--- config.mk ---
export PLATFORM = sky130hd
export DESIGN_NAME = pipe2_datapath
export DESIGN_NICKNAME = d
export VERILOG_FILES = /design/src/rtl/pipe2_datapath.sv
export SDC_FILE = /design/constraint.sdc
export NUM_CORES = 2
export LEC_CHECK = 0
export CAP_MARGIN = 20
export CORE_ASPECT_RATIO = 0.9
export CORE_MARGIN = 4
export CORE_UTILIZATION = 46
export CTS_BUF_LIST = sky130_fd_sc_hd__clkbuf_2 sky130_fd_sc_hd__clkbuf_4 sky130_fd_sc_hd__clkbuf_8
export DETAILED_ROUTE_END_ITERATION = 10
export SLEW_MARGIN = 20
export SYNTH_ARGS = -nofsm -noshare
export SYNTH_HDL_FRONTEND = slang
export SYNTH_SLANG_ARGS = --single-unit
--- constraint.sdc ---
create_clock -name clk -period 11.6 [get_ports clk]
set_input_delay 2.32 -clock clk [delete_from_list [all_inputs] [get_ports clk]]
set_output_delay 2.32 -clock clk [all_outputs]
set_load 0.05 [all_outputs]
--- src/rtl/pipe2_datapath.sv ---
// pipe2_datapath: two-stage (fetch / execute) RV32I datapath driven by an external decoder.
// Define PIPE2_PERF_CNT_EN to add the cycle_cnt / instret_cnt performance counters.
module pipe2_datapath #(
  parameter int unsigned XLEN       = 32,
  parameter int unsigned PC_W       = 16,
  parameter int unsigned RESET_ADDR = 0
) (
  input  logic            clk,
  input  logic            rst_n,
  output logic [PC_W-1:0] imem_addr,
  input  logic [31:0]     imem_rdata,
  input  logic            branch,
  input  logic [1:0]      jump,
  input  logic            reg_w,
  input  logic            alu_s,
  input  logic [2:0]      alu_op,
  input  logic [1:0]      dato_s,
  input  logic            mem_access,
  input  logic            mem_write,
  output logic            dmem_req,
  output logic            dmem_we,
  output logic [XLEN-1:0] dmem_addr,
  output logic [XLEN-1:0] dmem_wdata,
  input  logic [XLEN-1:0] dmem_rdata,
  input  logic            dmem_ready,
  input  logic            except,
  input  logic [PC_W-1:0] trap_vec,
  output logic [6:0]      op_code,
  output logic [2:0]      f3,
  output logic            f7,
  output logic            flag,
  output logic [PC_W-1:0] ex_pc,
  output logic            ex_valid,
  output logic            stall
`ifdef PIPE2_PERF_CNT_EN
  ,
  output logic [63:0]     cycle_cnt,
  output logic [63:0]     instret_cnt
`endif
);

  localparam int unsigned REG_N = 32;
  localparam int unsigned SH_W  = $clog2(XLEN);

  localparam logic [2:0] ALU_ADD = 3'b000;
  localparam logic [2:0] ALU_SUB = 3'b001;
  localparam logic [2:0] ALU_AND = 3'b010;
  localparam logic [2:0] ALU_OR  = 3'b011;
  localparam logic [2:0] ALU_XOR = 3'b100;
  localparam logic [2:0] ALU_SLT = 3'b101;
  localparam logic [2:0] ALU_SLL = 3'b110;

  localparam logic [1:0] JMP_RST  = 2'b00;
  localparam logic [1:0] JMP_SEQ  = 2'b01;
  localparam logic [1:0] JMP_REL  = 2'b10;
  localparam logic [1:0] JMP_JALR = 2'b11;

  localparam logic [1:0] WB_ALU  = 2'b00;
  localparam logic [1:0] WB_LOAD = 2'b01;
  localparam logic [1:0] WB_IMM  = 2'b10;

  logic [PC_W-1:0] pc, pc_d, pc_seq, br_tgt, jalr_tgt, link_pc;
  logic [31:0]     ex_instr;
  logic            ex_valid_d, ex_load;
  logic [XLEN-1:0] regs [REG_N];

  logic [4:0]        rs1_a, rs2_a, rd_a;
  logic [XLEN-1:0]   rs1_v, rs2_v, src_b, imm, alu_res, wb_data;
  logic signed [31:0] imm32;
  logic              trap, redirect, retire, rf_we;

  assign imem_addr = pc;
  assign op_code   = ex_instr[6:0];
  assign f3        = ex_instr[14:12];
  assign f7        = ex_instr[30];
  assign rs1_a     = ex_instr[19:15];
  assign rs2_a     = ex_instr[24:20];
  assign rd_a      = ex_instr[11:7];

  assign rs1_v = (rs1_a == 5'd0) ? '0 : regs[rs1_a];
  assign rs2_v = (rs2_a == 5'd0) ? '0 : regs[rs2_a];

  // Immediate format follows the EX opcode; sign-extended to XLEN.
  always_comb begin
    imm32 = {{20{ex_instr[31]}}, ex_instr[31:20]};
    case (ex_instr[6:0])
      7'b0100011: imm32 = {{20{ex_instr[31]}}, ex_instr[31:25], ex_instr[11:7]};
      7'b1100011: imm32 = {{19{ex_instr[31]}}, ex_instr[31], ex_instr[7],
                           ex_instr[30:25], ex_instr[11:8], 1'b0};
      7'b0110111,
      7'b0010111: imm32 = {ex_instr[31:12], 12'b0};
      7'b1101111: imm32 = {{11{ex_instr[31]}}, ex_instr[31], ex_instr[19:12],
                           ex_instr[20], ex_instr[30:21], 1'b0};
      default:    imm32 = {{20{ex_instr[31]}}, ex_instr[31:20]};
    endcase
  end
  assign imm = XLEN'(imm32);

  assign src_b = alu_s ? imm : rs2_v;

  always_comb begin
    alu_res = rs1_v + src_b;
    case (alu_op)
      ALU_ADD: alu_res = rs1_v + src_b;
      ALU_SUB: alu_res = rs1_v - src_b;
      ALU_AND: alu_res = rs1_v & src_b;
      ALU_OR:  alu_res = rs1_v | src_b;
      ALU_XOR: alu_res = rs1_v ^ src_b;
      ALU_SLT: alu_res = XLEN'($signed(rs1_v) < $signed(src_b));
      ALU_SLL: alu_res = rs1_v << src_b[SH_W-1:0];
      default: alu_res = rs1_v >> src_b[SH_W-1:0];
    endcase
  end
  assign flag = (alu_res == '0);

  // Memory handshake; a trapping instruction never issues a request.
  assign dmem_req   = ex_valid & mem_access & ~except;
  assign dmem_we    = dmem_req & mem_write;
  assign dmem_addr  = alu_res;
  assign dmem_wdata = rs2_v;
  assign stall      = dmem_req & ~dmem_ready;

  assign trap     = ex_valid & except;
  assign redirect = ex_valid & (branch | (jump != JMP_SEQ));
  assign retire   = ex_valid & ~except & ~stall;
  assign rf_we    = rst_n & retire & reg_w & (rd_a != 5'd0);

  assign pc_seq   = pc + PC_W'(4);
  assign br_tgt   = ex_pc + imm[PC_W-1:0];
  assign jalr_tgt = {alu_res[PC_W-1:1], 1'b0};
  assign link_pc  = ex_pc + PC_W'(4);

  always_comb begin
    wb_data = alu_res;
    case (dato_s)
      WB_ALU:  wb_data = alu_res;
      WB_LOAD: wb_data = dmem_rdata;
      WB_IMM:  wb_data = imm;
      default: wb_data = XLEN'(link_pc);
    endcase
  end

  // Next-state: trap > stall > redirect > sequential advance.
  always_comb begin
    pc_d       = pc_seq;
    ex_load    = 1'b1;
    ex_valid_d = 1'b1;
    if (trap) begin
      pc_d       = trap_vec;
      ex_valid_d = 1'b0;
    end else if (stall) begin
      pc_d       = pc;
      ex_load    = 1'b0;
      ex_valid_d = ex_valid;
    end else if (redirect) begin
      ex_valid_d = 1'b0;
      if (branch || (jump == JMP_REL)) begin
        pc_d = br_tgt;
      end else if (jump == JMP_JALR) begin
        pc_d = jalr_tgt;
      end else begin
        pc_d = PC_W'(RESET_ADDR);
      end
    end
  end

  always_ff @(posedge clk) begin
    if (!rst_n) begin
      pc       <= PC_W'(RESET_ADDR);
      ex_valid <= 1'b0;
      ex_instr <= '0;
      ex_pc    <= PC_W'(RESET_ADDR);
    end else begin
      pc       <= pc_d;
      ex_valid <= ex_valid_d;
      if (ex_load) begin
        ex_instr <= imem_rdata;
        ex_pc    <= pc;
      end
    end
  end

  // Register file is deliberately left uninitialised by reset.
  always_ff @(posedge clk) begin
    if (rf_we) begin
      regs[rd_a] <= wb_data;
    end
  end

  // JMP_RST is decoded by the final else of the redirect chain.
  logic unused_jmp;
  assign unused_jmp = (jump == JMP_RST);

`ifdef PIPE2_PERF_CNT_EN
  always_ff @(posedge clk) begin
    if (!rst_n) begin
      cycle_cnt   <= '0;
      instret_cnt <= '0;
    end else begin
      cycle_cnt <= cycle_cnt + 64'd1;
      if (retire) begin
        instret_cnt <= instret_cnt + 64'd1;
      end
    end
  end
`endif

endmodule
Word-level counts from Yosys, hierarchy flattened
Memories as Yosys holds them, arrays and structs flattened. A register that Yosys moved wholly into a read port is not among the register bits.
Cells that the tools add are included.
- shift operators: 2
- reductions and logical operators: 9
- equality and inequality tests: 17
- bitwise logic cells: 19
- add/subtract/negate cells: 5
- muxes and demuxes: 20
- magnitude comparators: 1
- operators by type and width (operator ; number):
    $pmux W32 S7 ; 1
    $pmux W31 S4 ; 1
    $mux W32 ; 3
    $pmux W32 S3 ; 1
    $mux W16 ; 5
    $add A16 B3 Y16 const B ; 2
    $add A32 B32 Y32 ; 1
    $and A32 B32 Y32 ; 1
    $logic_not A32 Y1 ; 1
    $lt A32 B32 Y1 ; 1
    $or A32 B32 Y32 ; 1
    $shl A32 B5 Y32 ; 1
    $shr A32 B5 Y32 ; 1
    $sub A32 B32 Y32 ; 1
    $xor A32 B32 Y32 ; 1
    $mux W5 ; 4
    $add A16 B16 Y16 ; 1
    $eq A7 B6 Y1 const B ; 2
    $eq A7 B7 Y1 const B ; 2
    $and A1 B1 Y1 ; 11
    $logic_not A5 Y1 ; 2
    $eq A3 B3 Y1 const B ; 3
    $eq A7 B5 Y1 const B ; 1
    $eq A2 B2 Y1 const B ; 3
    other kinds (12) ; 22
- register bits: 65
- memories: 1
- memory bits (writable): 1024
- input port bits: 96
- logic and storage cells: 78
- output and inout port bits: 112
- memory list (name ; words ; width ; rd ports ; clocked after memory_dff ; write ports ; line ; RTL):
    regs ; 32 ; 32 ; 2 ; 2 ; 1 ; 65 ; logic [XLEN-1:0] regs [REG_N];

Logic depth before layout (Yosys ltp)
- depth after elaboration: 11
- mapped depth: 29
- mapped depth without buffers: 22

Worst setup path after synthesis
Ideal clock, no wire load.
- path type: input to output
- start point: input port alu_s
- end point: output port flag
- path buffers: 5
- stages: 21
- arrival time: 8.396 ns
- data required time: 9.280 ns
- path slack: 0.884 ns
- cell sequence: buf_2 > or4b_1 > a2bb2oi_4 > buf_4 > buf_2 > buf_2 > buf_2 > ha_1 > nor2b_1 > o311ai_0 > a211oi_1 > a31oi_1 > xor2_1 > a221o_1 > a211oi_2 > nand4b_1 > or4_1 > nor4_2 > and3_1 > nand4_1 > nor4b_2
- word-level cells in the longest chain between the ends: 4
- elaborated cells on any way between the ends: 11
- classes of those cells: add/sub: 2; order compare: 1; shift: 2; mux: 2; bitwise: 3; reduce/logical: 1
- RTL lines (item ; line ; RTL):
    start: declaration ; 15 ; input logic alu_s,
    $mux W32 (*) ; 99 ; assign src_b = alu_s ? imm : rs2_v;
    $sub A32 B32 Y32 (tied with other cells) ; 105 ; ALU_SUB: alu_res = rs1_v - src_b;
    $pmux W32 S7 (*) ; 103 ; case (alu_op)
    via dmem_addr[7] ; 22 ; output logic [XLEN-1:0] dmem_addr,
    $logic_not A32 Y1 (*) ; 114 ; assign flag = (alu_res == '0);
    end: declaration ; 31 ; output logic flag,
The timed path passes the listed nets; every way through them passes the cells marked *.

==> results.py <==
metrics = {
    "timing": {
        "clock_skew_ps": 72.5,
        "fin_crit_ps": 11120,
        "slew_viol_final": 0,
        "finalCritPeriodShare_pct": 95.8,
        "max_freq_mhz": 90.0,
        "worst_slew_pin_slew_ps": 1190,
        "hold_viol_final": 0,
        "hold-worst-slack_ps": 501,
        "finalSetupTns_ps": 0,
        "slew-limit-headroom_pct": 20.0,
        "finalSetupViolations": 0,
    },
    "logic_synthesis": {
        "synthAdderAreaFrac_pct": 2.43,
        "synth-seq-area-share_pct": 52.2,
        "synth_seq_cells": 1099,
        "synth_area_um2": 61800,
        "ys_types": 111,
        "syn_area_per_cell_um2": 14.1,
        "synth_xor_area_share_pct": 0.780,
        "synth_ff_type": "edfxtp_1",
        "synth_top_family_by_area": "multiplexers",
        "syn_inst": 4381,
        "synth-simple-area-share_pct": 7.54,
        "muxShareOfSynthArea_pct": 23.1,
        "synth_edf_count": 1024,
        "synth_compound_area_share_pct": 10.4,
        "synth_async_sr_flop_share_pct": 0,
        "yosys_warnings": 0,
    },
    "cells_and_area": {
        "final_nets": 4878,
        "final_cell_mix": "edfxtp_1 (1,024), mux4_2 (528), nand2_1 (398), mux2i_1 (219), buf_4 (191)",
        "n_fill_cell": 11200,
        "layout_commonest_cell": "edfxtp_1",
        "seqCellArea_um2": 32300,
        "area.growth.synth_to_final_pct": 13.6,
        "fin_util_pct": 52.7,
        "drive_above_1_share_pct": 25.0,
        "stdcell_count": 6553,
        "multi_input_area_um2": 27900,
    },
    "clock_network": {
        "ctsHoldBuffers": 0,
        "ctsHtreeMaxLevel": 4,
        "cts_buffers": 176,
        "clock-root-buffer": "clkbuf_8",
        "cts_tree": "built",
        "clk_latency_ps": 930,
        "cts.clk_slew.worst_paths_ps": 70,
        "postCtsSetupRepairBufs": 0,
        "cts.sinks": 1099,
        "cts_resized": 0,
        "clk_path_buf_depth": 3,
    },
    "drt": {
        "drc": 0,
        "vias": 45500,
        "first_iter_violations": 6595,
        "first_pass_iters": 9,
        "vias_per_cell": 6.95,
        "routed_wl_um": 255000,
        "post_drt_wl_per_cell_um": 38.9,
        "ant_nets": 0,
    },
    "min_path": {
        "hp-class": "flop to flop",
        "hold_depth": 2,
    },
    "floorplan": {
        "rows": 127,
        "die_x_um": 394,
        "die_area_um2": 140000,
        "num_io_pins": 208,
        "start_util_pct": 46.3,
        "fp.dieH_um": 356,
        "core_area_um2": 133000,
    },
    "outcome": {
        "status": "completed",
    },
    "critical_path": {
        "crit_slowest_cell": "dfxtp_4",
        "required_ps": 9280,
        "crit_fanout": 49,
        "path_class": "flop to primary output",
        "cp.buffers_inverters": 3,
        "critPathCaptureType": "primary output",
        "worst_path_largest_cell_delay_ps": 830,
        "critPathArrivalTime_ps": 8800,
        "cp_top_family": "simple AND/OR/NAND/NOR gates",
        "path_cells": "buf_4, mux4_2, nand2_1, nand3_1, a32oi_1, buf_4, ha_1, a221oi_1, o21ai_0, a31oi_1, xnor2_1, a21oi_1, o31ai_1, a2111oi_0, nand4_1, or4_1, nor4_2, and3_1, nand4_1, nor4b_2, buf_12",
        "cp_num_cells": 21,
        "reg2regPathDepth": 20,
        "cp-start-kind": "flop",
    },
    "pwr": {
        "power_density_nw_per_um2": 156,
        "leakagePower_nw": 23.6,
        "vdd_drop_max_v": 0.000113,
    },
    "global_routing": {
        "grt-ovfl-total": 0,
        "grt_pass1_vias": 43700,
        "grt_util_all_layers_pct": 35.8,
        "antenna_found_initial": 9,
        "grt_max_degree": 75,
        "grt_first_pass_wirelength_um": 351000,
    },
    "place": {
        "dpl.cell_count": 6227,
        "dpl.hpwl_um": 168000,
        "gp_congestion": 1.08,
        "port_buffers": 207,
    },
    "job": {
        "drv_cap": 0,
    },
}
-- stage by stage --
step                      area, um^2  worst slack (ps)  total power, mW
after floorplan                61900               884             6.34
after global placement         66600              1010             7.53
after CTS                      70200               192             10.9
final                          70200               484             11.0
after global routing           70200            -0.199             11.3
after detailed placement       66600               894             7.51
-- cells by family after synthesis --
family / Yosys count
buffers and inverters: 467
xor gates and xnor gates: 55
other: 1
muxes: 764
DFF: 1099
adders and majority gates: 118
and+or+nand+nor: 983
AOI/OAI and AO/OA: 894
-- cells in the mapped netlist, types with 12 or more instances --
| library cell | number | area, um^2 |
|---|---|---|
| mux2_2 | 15 | 169 |
| a22o_1 | 18 | 158 |
| a21oi_1 | 173 | 866 |
| o211ai_1 | 37 | 278 |
| ha_1 | 115 | 1440 |
| clkbuf_1 | 153 | 574 |
| or2_2 | 16 | 100 |
| xnor2_1 | 43 | 377 |
| and2_1 | 19 | 119 |
| and3_1 | 34 | 213 |
| buf_1 | 47 | 176 |
| dfxtp_1 | 75 | 1500 |
| a211oi_1 | 72 | 541 |
| o22ai_1 | 51 | 319 |
| nand3_1 | 114 | 571 |
| a31oi_1 | 18 | 113 |
| nor2_1 | 164 | 616 |
| buf_4 | 23 | 173 |
| nor2b_1 | 44 | 275 |
| edfxtp_1 | 1024 | 30700 |
| a22oi_1 | 103 | 773 |
| or3_1 | 22 | 138 |
| nor3_1 | 62 | 310 |
| xor2_1 | 12 | 105 |
| o21ai_1 | 12 | 60.1 |
| o21ai_0 | 115 | 576 |
| nand2_1 | 398 | 1490 |
| mux2i_1 | 220 | 2200 |
| inv_1 | 127 | 477 |
| mux4_2 | 528 | 11900 |
| buf_2 | 74 | 370 |
| o31ai_1 | 13 | 97.6 |
| o21bai_1 | 14 | 105 |
| a21boi_0 | 52 | 390 |
| buf_6 | 29 | 327 |
| o221ai_1 | 22 | 193 |
| a21o_1 | 22 | 165 |
| nand4_1 | 30 | 188 |
| nand2b_1 | 21 | 131 |
| a221oi_1 | 25 | 219 |
-- final cells by class --
cell class / instances / area share [%]
Antenna cell: 4 / 0.0143
Clock buffer: 222 / 3.99
Clock inverter: 100 / 1.09
Inverter: 137 / 0.733
Multi-Input combinational cell: 2846 / 39.8
Sequential cell: 1099 / 46.0
Tap cell: 1741 / 3.10
Timing Repair Buffer: 404 / 5.33
-- worst reg2reg max path, stage by stage, from the launching register on --
cell and delay (ps):
dfxtp_4 650, buf_4 790, buf_4 1100, mux4_2 450, mux2i_1 220, o22ai_1 150
a211oi_1 280, buf_4 310, inv_1 100, ha_1 510, nor3_1 120, o211ai_1 220
a21oi_1 150, o32ai_1 730, o21ai_0 170, o21a_1 180, a211oi_1 350, a211oi_1 130
o211ai_1 460, o21ai_0 230, o21ai_4 710
-- metal layers --
layer | track usage (%) | part of all wire (%) | up-vias
met1 | 50.8 | 40 | 23600
li1 | - | - | 18300
met3 | 9.82 | 12 | 536
met5 | 0 | 0.0027 | -
met2 | 52.8 | 43 | 3147
met4 | 13.7 | 4.5 | 2
-- path summary, 6_finish.rpt --
kind,startpoint,slack [ps],end
worst min-delay path,imem_addr[1]$_SDFFE_PN0P_,500,ex_pc[1]$_SDFFE_PN0N_
worst max register to register,flop,3190,regs[10][29]$_DFFE_PP_
worst min register to register,imem_addr[1]$_SDFFE_PN0P_,500,ex_pc[1]$_SDFFE_PN0N_
worst max-delay path,flop,480,flag
-- sequential cells by signal, summed over array words and instances, names as in the netlist, named ones only --
name and cells:
ex_instr 32, ex_pc 16, ex_valid 1, regs 1024
imem_addr 16
-- report_power, final --
group | switching [mW] | internal [mW] | total [mW]
clock | 1.64 | 1.79 | 3.43
combinational | 2.04 | 0.955 | 2.99
sequential | 0.0758 | 4.49 | 4.56
total | 3.75 | 7.23 | 11.0
No activity file was read; power rests on OpenSTA's default activity.
